`config.mk`:
```
export PLATFORM = sky130hd
export DESIGN_NAME = pipediv_stream
export DESIGN_NICKNAME = d
export VERILOG_FILES = /design/src/rtl/pipediv_pkg.sv /design/src/rtl/pipediv_stage.sv /design/src/rtl/pipediv_stream.sv
export SDC_FILE = /design/constraint.sdc
export NUM_CORES = 1
export LEC_CHECK = 0
export BUFFER_PORTS_ARGS = -buffer_cell sky130_fd_sc_hd__clkbuf_2
export CORE_MARGIN = 10
export CORE_UTILIZATION = 40
export DETAILED_ROUTE_END_ITERATION = 12
export GPL_ROUTABILITY_DRIVEN = 0
export SLEW_MARGIN = 0
export SYNTH_ARGS = -nofsm -noshare
export SYNTH_HDL_FRONTEND = slang
export SYNTH_SLANG_ARGS = --single-unit
```
`constraint.sdc`:
```
create_clock -name clock -period 22.3 [get_ports clock]
set_clock_uncertainty 0.2 [all_clocks]
set_input_delay 4.46 -clock clock [delete_from_list [all_inputs] [get_ports clock]]
set_output_delay 4.46 -clock clock [all_outputs]
set_load 0.05 [all_outputs]
```
`src/rtl/pipediv_pkg.sv`:
```
// Shared width helpers for the pipelined restoring divider.
// The stage record layout itself lives next to its users because it depends on module parameters.
package pipediv_pkg;

  // Partial-remainder width: wide enough to hold |divisor| shifted by DIVIDENDLEN-1.
  function automatic int dp_width(input int dividendlen, input int divisorlen);
    return dividendlen + divisorlen - 1;
  endfunction

  // Flattened stage record: valid, tag, partial remainder, quotient, |divisor|, two signs, dbz.
  function automatic int stage_width(input int dividendlen, input int divisorlen,
                                     input int taglen);
    return 1 + taglen + dp_width(dividendlen, divisorlen) + dividendlen + divisorlen + 3;
  endfunction

endpackage

```
`src/rtl/pipediv_stage.sv`:
```
// One restoring-division step: compare the partial remainder against |divisor| << SHIFT,
// subtract and set quotient bit SHIFT when it fits. Purely combinational.
module pipediv_stage
  import pipediv_pkg::*;
#(
  parameter int DIVIDENDLEN = 16,
  parameter int DIVISORLEN  = 8,
  parameter int TAGLEN      = 4,
  parameter int SHIFT       = 0
) (
  input  logic [stage_width(DIVIDENDLEN, DIVISORLEN, TAGLEN)-1:0] stage_in,
  output logic [stage_width(DIVIDENDLEN, DIVISORLEN, TAGLEN)-1:0] stage_out
);

  localparam int DP = dp_width(DIVIDENDLEN, DIVISORLEN);

  // Field order must match the record declared in pipediv_stream.
  typedef struct packed {
    logic                   valid;
    logic [TAGLEN-1:0]      tag;
    logic [DP-1:0]          rem;
    logic [DIVIDENDLEN-1:0] quo;
    logic [DIVISORLEN-1:0]  dmag;
    logic                   dsign;
    logic                   vsign;
    logic                   dbz;
  } stage_t;

  stage_t        s_in;
  stage_t        s_out;
  logic [DP-1:0] shifted;

  assign s_in = stage_in;

  // NOTE: every variable driven here is given a full default first, so no path leaves it
  // unassigned and no latch is inferred; blocking '=' is correct inside always_comb.
  always_comb begin
    shifted = {{(DP-DIVISORLEN){1'b0}}, s_in.dmag} << SHIFT;
    s_out   = s_in;
    if (s_in.rem >= shifted) begin
      s_out.rem        = s_in.rem - shifted;
      s_out.quo[SHIFT] = 1'b1;
    end
  end

  assign stage_out = s_out;

endmodule

```
`src/rtl/pipediv_stream.sv`:
```
// Streaming restoring divider: one quotient bit per registered stage, valid/ready on both
// sides with a single global advance, optional two's-complement mode and divide-by-zero flag.
module pipediv_stream
  import pipediv_pkg::*;
#(
  parameter int DIVIDENDLEN = 16,
  parameter int DIVISORLEN  = 8,
  parameter int SIGNED      = 0,
  parameter int TAGLEN      = 4
) (
  input  logic                   clock,
  input  logic                   reset,
  input  logic                   in_valid,
  output logic                   in_ready,
  input  logic [DIVIDENDLEN-1:0] dividend,
  input  logic [DIVISORLEN-1:0]  divisor,
  input  logic [TAGLEN-1:0]      in_tag,
  output logic                   out_valid,
  input  logic                   out_ready,
  output logic [DIVIDENDLEN-1:0] quotient,
  output logic [DIVISORLEN-1:0]  remainder,
  output logic [TAGLEN-1:0]      out_tag,
  output logic                   div_by_zero
);

  localparam int DP = dp_width(DIVIDENDLEN, DIVISORLEN);
  localparam int SW = stage_width(DIVIDENDLEN, DIVISORLEN, TAGLEN);

  typedef struct packed {
    logic                   valid;
    logic [TAGLEN-1:0]      tag;
    logic [DP-1:0]          rem;
    logic [DIVIDENDLEN-1:0] quo;
    logic [DIVISORLEN-1:0]  dmag;
    logic                   dsign;
    logic                   vsign;
    logic                   dbz;
  } stage_t;

  stage_t                 pipe [DIVIDENDLEN];
  logic [SW-1:0]          nxt  [DIVIDENDLEN];
  stage_t                 pre;
  stage_t                 last;
  logic [DIVIDENDLEN-1:0] dd_mag;
  logic                   adv;

  // Whole pipeline moves together; a waiting result freezes everything behind it.
  assign adv      = !pipe[DIVIDENDLEN-1].valid || out_ready;
  assign in_ready = adv;

  // Operand conditioning ahead of stage 0. On divide-by-zero the raw dividend is kept so
  // its low bits come out untouched as the remainder.
  always_comb begin
    pre       = '0;
    pre.valid = in_valid;
    pre.tag   = in_tag;
    pre.dbz   = (divisor == '0);
    pre.dsign = (SIGNED != 0) && dividend[DIVIDENDLEN-1];
    pre.vsign = (SIGNED != 0) && divisor[DIVISORLEN-1];
    pre.dmag  = pre.vsign ? -divisor : divisor;
    dd_mag    = (pre.dsign && !pre.dbz) ? -dividend : dividend;
    pre.rem   = {{(DP-DIVIDENDLEN){1'b0}}, dd_mag};
  end

  for (genvar k = 0; k < DIVIDENDLEN; k++) begin : g_stage
    logic [SW-1:0] stage_in;
    if (k == 0) begin : g_first
      assign stage_in = pre;
    end else begin : g_rest
      assign stage_in = pipe[k-1];
    end
    pipediv_stage #(
      .DIVIDENDLEN (DIVIDENDLEN),
      .DIVISORLEN  (DIVISORLEN),
      .TAGLEN      (TAGLEN),
      .SHIFT       (DIVIDENDLEN - 1 - k)
    ) u_stage (
      .stage_in  (stage_in),
      .stage_out (nxt[k])
    );
  end

  // NOTE: the stage data is cleared on reset, not just the valid bits, because the
  // output fields must read zero immediately after reset; non-blocking '<=' keeps every
  // stage sampling its predecessor's pre-edge value.
  always_ff @(posedge clock) begin
    if (reset) begin
      for (int k = 0; k < DIVIDENDLEN; k++) pipe[k] <= '0;
    end else if (adv) begin
      for (int k = 0; k < DIVIDENDLEN; k++) pipe[k] <= stage_t'(nxt[k]);
    end
  end

  assign last        = pipe[DIVIDENDLEN-1];
  assign out_valid   = last.valid;
  assign out_tag     = last.tag;
  assign div_by_zero = last.dbz;

  // Sign fix: quotient negative when signs differ, remainder follows the dividend.
  always_comb begin
    quotient  = last.quo;
    remainder = last.rem[DIVISORLEN-1:0];
    if (!last.dbz) begin
      if (last.dsign ^ last.vsign) quotient = -last.quo;
      if (last.dsign) remainder = -last.rem[DIVISORLEN-1:0];
    end
  end

endmodule

```
==> impl_metrics.yaml <==
sta:
  final-hold-violation-count: 0
  fmax_ghz: 0.102
  finalCritPeriodShare: 0.440
  fin_crit_ns: 9.82
  final-setup-viol-count: 0
  rsz0062_at_grt: "no"
  finalMaxSlewViolations: 0
  tightest_slew_ns: 1.16
  final.setup.tns_ns: 0
  slew_headroom: 0.227
cts:
  cts_hold_buf: 0
  cts_tree: "yes"
  cts_max_path_buffers: 3
  cts-root-buf: "clkbuf_16"
  clk_pin_slew_ns: 0.06
  cts.sinks: 705
  cts_resized: 0
  clk_latency_ns: 0.63
  cts_htree_levels: 3
  postCtsSetupBuffers: 0
  cts_buffers: 78
hold_path:
  hold_path_class: "reg -> reg"
  worstHoldPathCells: 1
  hold_start: "pipe[0][438]"
  min_to: "pipe[1][53]"
place:
  dp.final_hpwl_mm: 45.8
  dp.cells: 4096
  portBuffers: 62
detailed_routing:
  wl_per_cell_um: 16.0
  viasPerCell: 5.34
  drc: 0
  dr_total_vias: 22568
  ant_nets: 0
  dr.pass1.iters: 6
  wl_mm: 67.8
  drt_iter0_drc: 1588
layout:
  syn_to_final_growth_pct: 11.0
  top_regs: "pipe: 705 flops"
  final_cell_mix: "edfxtp_1, nor2_1, and2_1"
  stdcell_count: 4229
  final_common_cell: "edfxtp_1"
  layout-drive-gt1-share: 0.0819
  largest_reg_flops: 705
  num-nets-final: 3180
  regMostFlops: "pipe"
  n_antenna_cell: 0
critical_path:
  worstPathMaxFanout: 4
  critPathMostFrequentCell: "clkbuf_2"
  crit_type: "in -> out"
  cpPeakStageDelay_ns: 0.34
  reg2reg_depth: 4
  critPathArrivalTime_ns: 5.16
  cp_slowest_cell: "clkbuf_2"
  path_cells: "clkbuf_2 > nand2b_1 > clkbuf_2"
  end_kind: "output pin"
  cp.required_ns: 17.64
  cp-start-kind: "primary input"
  reg2reg_from: "pipe[1][439]"
  r2r_end: "pipe[0][102]"
  rrSetupSlack_ns: 18.43
synthesis:
  syn_area_per_cell_um2: 11.9
  ys_types: 81
  netlist_area_um2: 35400
  async_flop_share: 0
  synth_fp_nets: 3132
  seq_area_frac_synth: 0.598
  synth-seq-cells: 705
  synth_edf_count: 705
  syn-instance-count: 2963
  synthFlopType: "edfxtp_1"
  yosysWarnings: 0
run_status:
  status: "complete, no violations"
global_route:
  grt_max_degree: 208
  grt_pass1_wl_mm: 113
  grt_pass1_vias: 23079
  grt_overflow: 0
  grt_usage: 0.131
  grt_antenna_before_repair: 0
job:
  max_cap_viol_count: 0
power_and_ir_drop:
  pwr_density_cell_nw_per_um2: 116
  finalPower_mw: 4.55
  ir_worst_vdd_v: 0.0000691
  leakagePower_nw: 15.5
floorplan:
  start_util: 0.402
  fp.coreArea_um2: 88100
  die_h_um: 317
  ios: 63
  die_x_um: 317
  num_rows: 109
  die_area_um2: 101000
==> per-layer routing <==
metal | vias up | wire [µm] | share of wire | track usage
met5 | - | 0 | 0 | 0
met4 | 0 | 2390 | 0.035 | 0.0545
met3 | 178 | 2560 | 0.038 | 0.0205
met2 | 533 | 35000 | 0.52 | 0.241
met1 | 10864 | 27800 | 0.41 | 0.150
li1 | 10993 | - | - | -
==> worst max-delay path, delay by kind of cell <==
family	cells	cell delay, ns
buf+inv	2	0.42
simple gates	1	0.27
==> worst max path at each step <==
stage / from / to / slack, ns / cells past startpoint
finish: out_ready / in_ready / 12.48 / 3
global route: out_ready / in_ready / 12.45 / 3
CTS: out_ready / in_ready / 12.47 / 3
detailed placement: out_ready / in_ready / 12.48 / 3
global placement: out_ready / in_ready / 12.47 / 3
floorplan: out_ready / pipe[0][0] / 7.89 / 2
==> power by group <==
group | internal, mW | leakage (nW) | switching [mW]
registers | 1.65 | 8.56 | 0.107
logic | 0.676 | 5.76 | 0.927
clock network | 0.681 | 1.13 | 0.511
==> final cells by class <==
| type | count | area, µm² |
|---|---|---|
| Clock buffer | 100 | 2030 |
| Sequential cell | 705 | 21200 |
| Inverter | 160 | 601 |
| Timing Repair Buffer | 82 | 508 |
| Multi-Input combinational cell | 1984 | 13200 |
| Fill cell | 8021 | 48800 |
| Clock inverter | 33 | 297 |
| Tap cell | 1165 | 1460 |
==> cells in the mapped netlist (45+ instances only) <==
master    number  area share
a21oi_1      151       0.021
and2_1       229       0.040
clkbuf_1     103       0.011
edfxtp_1     705        0.60
ha_1         122       0.043
inv_1        160       0.017
mux2i_1       56       0.016
nand2_1      117       0.012
nand3_1       45      0.0064
nor2_1       273       0.029
nor2b_1      200       0.035
nor4_1        49      0.0087
o21a_1        55       0.012
o21ai_0       80       0.011
or3_1         47      0.0083
or4_1         47       0.010
==> stage by stage <==
step / hold slack [ns] / area (µm²) / setup WS, ns / utilization
finish: 0.312 / 39300 / 12.48 / 0.446
global route: 0.325 / 39300 / 12.45 / 0.446
CTS: 0.310 / 39300 / 12.47 / 0.446
detailed placement: 0.301 / 36900 / 12.48 / 0.419
global placement: 0.298 / 36900 / 12.47 / 0.419
floorplan: 0.297 / 35400 / 7.89 / -
==> logic make-up after synthesis <==
logic type,share of synthesized area
simple gates,0.190
flops,0.598
compound gates,0.0948
buf+inv,0.0299
fa+ha+maj,0.0516
mux,0.0225
xor+xnor,0.0131
(Power assumes the default switching activity.)
